<file path="src/rtl/candidate_selector.sv">
// Collects candidate reads for one read, keeps the first non-original candidate,
// and emits a corrected read plus status (solid/corrected/uncorrectable/ambiguous).
module candidate_selector #(
    parameter int MAX_READ_BIT_WIDTH = 8,
    parameter int MAX_READ_WIDTH     = 1 << MAX_READ_BIT_WIDTH,
    parameter int COUNT_WIDTH        = 4
) (
    input  logic                        clk,
    input  logic                        rst,
    input  logic [2*MAX_READ_WIDTH-1:0] originalRead,
    input  logic [2*MAX_READ_WIDTH-1:0] candidate,
    input  logic                        candidateValid,
    input  logic                        readDone,
    output logic                        ready4Candidate,
    output logic [2*MAX_READ_WIDTH-1:0] correctedRead,
    output logic [1:0]                  correctionStatus,
    output logic [COUNT_WIDTH-1:0]      candidateCount,
    output logic                        correctedValid,
    input  logic                        outReady,
    output logic                        protocolError
);
    localparam int RW = 2 * MAX_READ_WIDTH;

    localparam logic [1:0] ST_SOLID     = 2'b00;
    localparam logic [1:0] ST_CORRECTED = 2'b01;
    localparam logic [1:0] ST_UNCORR    = 2'b10;
    localparam logic [1:0] ST_AMBIG     = 2'b11;

    typedef enum logic [1:0] {COLLECT, DECIDE, OUTPUT} state_t;

    state_t                 state_q, state_d;
    logic [COUNT_WIDTH-1:0] count_q, count_d;
    logic                   solid_q, solid_d;
    logic [RW-1:0]          first_q, first_d;
    logic [RW-1:0]          read_out_q, read_out_d;
    logic [1:0]             status_q, status_d;
    logic [COUNT_WIDTH-1:0] cnt_out_q, cnt_out_d;
    logic                   perr_q, perr_d;

    always_ff @(posedge clk or posedge rst) begin
        if (rst) begin
            state_q    <= COLLECT;
            count_q    <= '0;
            solid_q    <= 1'b0;
            first_q    <= '0;
            read_out_q <= '0;
            status_q   <= ST_SOLID;
            cnt_out_q  <= '0;
            perr_q     <= 1'b0;
        end else begin
            state_q    <= state_d;
            count_q    <= count_d;
            solid_q    <= solid_d;
            first_q    <= first_d;
            read_out_q <= read_out_d;
            status_q   <= status_d;
            cnt_out_q  <= cnt_out_d;
            perr_q     <= perr_d;
        end
    end

    always_comb begin
        state_d    = state_q;
        count_d    = count_q;
        solid_d    = solid_q;
        first_d    = first_q;
        read_out_d = read_out_q;
        status_d   = status_q;
        cnt_out_d  = cnt_out_q;
        perr_d     = perr_q;

        // Inputs outside COLLECT are dropped and flagged.
        if (state_q != COLLECT && (candidateValid || readDone))
            perr_d = 1'b1;

        case (state_q)
            COLLECT: begin
                if (candidateValid) begin
                    if (candidate == originalRead) begin
                        solid_d = 1'b1;
                    end else begin
                        if (count_q == '0)
                            first_d = candidate;
                        if (count_q != {COUNT_WIDTH{1'b1}})
                            count_d = count_q + COUNT_WIDTH'(1);
                    end
                end
                if (readDone)
                    state_d = DECIDE;
            end
            DECIDE: begin
                cnt_out_d = count_q;
                if (solid_q) begin
                    status_d   = ST_SOLID;
                    read_out_d = originalRead;
                end else if (count_q == '0) begin
                    status_d   = ST_UNCORR;
                    read_out_d = originalRead;
                end else if (count_q == COUNT_WIDTH'(1)) begin
                    status_d   = ST_CORRECTED;
                    read_out_d = first_q;
                end else begin
                    status_d   = ST_AMBIG;
                    read_out_d = originalRead;
                end
                state_d = OUTPUT;
            end
            OUTPUT: begin
                if (outReady) begin
                    count_d = '0;
                    solid_d = 1'b0;
                    first_d = '0;
                    state_d = COLLECT;
                end
            end
            default: state_d = COLLECT;
        endcase
    end

    assign ready4Candidate  = (state_q == COLLECT);
    assign correctedValid   = (state_q == OUTPUT);
    assign correctedRead    = read_out_q;
    assign correctionStatus = status_q;
    assign candidateCount   = cnt_out_q;
    assign protocolError    = perr_q;

endmodule

</file>
<file path="config.mk">
export PLATFORM = sky130hd
export DESIGN_NAME = candidate_selector
export DESIGN_NICKNAME = d
export VERILOG_FILES = /design/src/rtl/candidate_selector.sv
export SDC_FILE = /design/constraint.sdc
export NUM_CORES = 2
export LEC_CHECK = 0
export ABC_AREA = 1
export CORE_AREA = 2 2 612 614
export DETAILED_ROUTE_END_ITERATION = 6
export DIE_AREA = 0 0 614 616
export SLEW_MARGIN = 10
export SYNTH_ARGS = -nofsm -noshare
export SYNTH_HDL_FRONTEND = slang
export SYNTH_SLANG_ARGS = --single-unit
</file>
<file path="constraint.sdc">
create_clock -name clk -period 106.3 [get_ports clk]
set_input_delay 21.26 -clock clk [delete_from_list [all_inputs] [get_ports clk]]
set_output_delay 21.26 -clock clk [all_outputs]
set_load 0.05 [all_outputs]
</file>
==> summary.txt <==
Global routing
  – First-pass GRT wire length: about 660000 um
  – Number of global-route vias before repair: 61000
  – Largest net degree at the start of global routing: approximately 200
  – Overall Global Routing Usage: 0.268
  – Antenna violations before repair: 380
  – Grt ovf: 0

Detailed routing
  – DRC: 0
  – WL final: around 530000 um
  – First-pass DRT Iterations: 6
  – Iteration-0 DRC Markers: between 7000 and 8000
  – Vias post-DR: 66000
  – Drt via density: approximately 4.5
  – Post-DRT Antenna Nets: 0
  – WL per Instance: approximately 36 um

STA
  – Setup violations, final: 0
  – TNS Setup: 0 ns
  – Final setup margin: between 70 and 80 ns
  – Slew Limit Fails: 0
  – Fmax: between 30 and 40 MHz
  – Final Cycle Share: 0.256
  – RSZ-0062 raised after global routing: no
  – Skew final: 0.0564 ns
  – Slew @ Worst Pin: about 1.2 ns
  – Slew headroom: 0.171
  – Hold Vio Cnt, Final: 0
  – Min Tclk post-route: roughly 27 ns

Clock tree
  – Post-CTS resize count: 0
  – Max clock buf depth: 4
  – CTS tree: done
  – Setup repair bufs after CTS: 0
  – Reg clk slew, reported paths: ~0.060 ns
  – TritonCTS Buffers: around 150
  – Clock root buffer master: clkbuf_16
  – CTS Hold Buffers Added: 0
  – Clock insertion delay at the later pin of the skew report: a little under 0.9 ns
  – CTS sink cnt: 1038
  – H-tree Lvls: 4

Floorplan
  – I/O pins: about 1600
  – Die Ht: a little over 600 um
  – Num rows: about 220
  – Core Region: around 370000 um^2
  – Initial Util: 0.153
  – Die ar.: between 300000 and 400000 um^2
  – Die Span X: between 600 and 700 um

Synth
  – Sequential element share of the synthesized area: 0.458
  – Yosys cell types: 28
  – Number of synthesized register bits: approximately 1000
  – YS warnings: 0
  – Post-synth top flop: dfrtp_1
  – Mean Syn Cell Area: ~6.9 um^2
  – Number of synthesized flops with an enable pin: 0
  – Fraction of registers with async set/reset: 1.00
  – Post-synthesis cell area: 56700 um^2
  – Syn nets: 9213
  – Syn Inst Count: 8181

Hold path
  – HP Start: first_q[397]
  – Worst hold path type: flop to flop
  – Hold path depth: 2
  – WHS Endpoint: first_q[397]

Critical path
  – Reg2reg path depth: 15
  – Maximum fanout along the worst path: 65
  – Crit. End Element: flop
  – Setup Crit Path Kind: input port to flop
  – CP bufs+invs: 3
  – Slowest stage delay, CP: ~0.83 ns
  – Slowest CP cell: clkdlybuf4s50_1
  – Crit-path cells: clkdlybuf4s50_1 > nand2_1 > nand2_1 > nor2_1 > nand4_1 > nor2_1 > nand2_1 > nor2_1 > nand2_1 > nor2_1 > nand3_4 > nand3_4 > buf_4 > buf_4 > nand2_1 > nand2_1
  – RR Startpoint: state_q[0]
  – Reg2Reg Capture Point: first_q[410]
  – Crit path top cell by count: nand2_1
  – R2R setup slack: between 100 and 150 ns
  – CP startpoint kind: input port
  – Critical Path RT: 107.08 ns
  – Worst path top cell family by delay: simple AND/OR/NAND/NOR gates
  – Arr. time, crit path: between 20 and 30 ns

Power and ir drop
  – Leak: 0.0398 uW
  – Total power: between 2000 and 3000 uW
  – PD cells: 33.3 nW/um^2
  – Max VDD drop: ~0.000027 V

Finish
  – Multi-input logic area: between 20000 and 25000 um^2
  – Layout cell share with drive strength beyond 1: 0.0419
  – Final nets: between 10000 and 15000
  – Area Overhead vs Synth: 46.1%
  – FF/Latch Area: approximately 26000 um^2
  – Fillers: just over 40000

Placement
  – RePlAce Congestion: roughly 0.99
  – DP Wirelength: ~420000 um
  – I/O Buffers: roughly 1500
  – DP Worst Slack: ~78 ns

Job
  – Maxcap violations: 0

Status
  – Outcome: complete, no violations
-- how the worst max path moves through the flow --
| stage | endpoint | cells after the start | start |
|---|---|---|---|
| final | first_q[410] | 16 | originalRead[407] |
| after global routing | first_q[299] | 16 | originalRead[407] |
| after CTS | first_q[271] | 16 | originalRead[407] |
| after detailed placement | first_q[317] | 16 | originalRead[407] |
| after global placement | first_q[290] | 16 | originalRead[407] |
| after floorplan | candidateCount[0] | 1 | rst |
-- routing by layer --
metal / vias to the layer above / share of wire / GRT usage
met5: - / 0.0023 / 0
li1: 28700 / - / -
met1: 32300 / 0.39 / 0.324
met3: 1044 / 0.10 / 0.0987
met4: 186 / 0.060 / 0.139
met2: 3845 / 0.44 / 0.413
-- flip-flops by register name, indices dropped and copies added (netlist names) --
signal and flops:
candidateCount 4, correctedRead 512, correctionStatus 2, count_q 4
first_q 512, protocolError 1, solid_q 1, state_q 2
-- worst register-to-register path, cell delays in order, from the launching register on --
cell	delay (ns)
dfrtp_1	0.50
nor2_4	0.33
nand4_1	0.16
nor2_1	0.11
nand2_1	0.09
nor2_1	0.20
nand2_1	0.08
nor2_1	0.20
nand2_1	0.10
nor2_2	0.18
nand3_4	0.63
nand3_4	0.82
buf_4	0.83
buf_4	0.85
nand2_1	0.27
nand2_1	0.11
-- cell families after synthesis --
family,count (synthesis),synth area share
and+or+nand+nor,4435,0.327
xor gates and xnor gates,95,0.0147
AOI/OAI and AO/OA,1086,0.0969
DFF,1038,0.458
buffers and inverters,1524,0.103
adders and majority gates,3,0.000662
-- cells in the final DEF (no fill, tap or decap), types with 3 or more instances in the layout --
master / netlist / layout
clkbuf_8: 0 / 22
clkbuf_1: 377 / 36
buf_4: 3 / 89
ha_1: 3 / 3
clkinv_16: 0 / 3
xor2_1: 13 / 13
bufinv_16: 0 / 16
a21oi_1: 630 / 630
clkdlybuf4s50_1: 0 / 1535
buf_12: 0 / 13
xnor2_2: 0 / 3
clkinvlp_4: 0 / 8
inv_6: 0 / 5
o21ai_0: 404 / 403
nand3_1: 139 / 139
nand2_1: 2800 / 2798
nor2_4: 1 / 5
xnor2_1: 82 / 79
o21ai_1: 14 / 15
inv_8: 0 / 3
o22ai_1: 27 / 27
diode_2: 0 / 151
nor3_1: 8 / 8
inv_16: 0 / 3
nand4_1: 660 / 660
inv_1: 957 / 954
clkinv_4: 0 / 4
nor2_1: 823 / 818
inv_2: 42 / 42
dfrtp_1: 1038 / 1038
clkinv_2: 0 / 20
a31oi_1: 6 / 6
clkbuf_16: 0 / 153
-- area by class of cell --
type,count,area share
flip-flops and latches,1038,0.314
multi-input cells,5619,0.302
repair buffers,1641,0.197
well taps,4972,0.0751
clock buffers,211,0.0515
inverters,999,0.0456
clock inverters,60,0.0107
diodes,151,0.00456
-- synth_stat cells, types with 42 or more instances --
cell type  count  area share
xnor2_1       82       0.013
clkbuf_1     377       0.025
inv_1        957       0.063
inv_2         42      0.0028
dfrtp_1     1038        0.46
a21oi_1      630       0.056
buf_1         68      0.0045
nor2_1       823       0.055
nand4_1      660       0.073
o21ai_0      404       0.036
nand3_1      139       0.012
buf_2         77      0.0068
nand2_1     2800        0.19
-- stage by stage --
step                utilization  cell area, um^2  cells  hold WS [ns]
floorplan                     -            56700   8181         0.435
finish                    0.223            82800  14700         0.463
global route              0.223            82600  14600         0.481
CTS                       0.222            82400  14500         0.466
detailed placement        0.208            77300  14300         0.453
global placement          0.208            77200  14300         0.448
-- where the power goes --
part / internal (uW) / switching [uW] / total (uW)
registers: 588 / 108 / 695
clock network: 322 / 234 / 557
logic: 382 / 1130 / 1510
total: 1290 / 1470 / 2760
(Power assumes the default switching activity.)
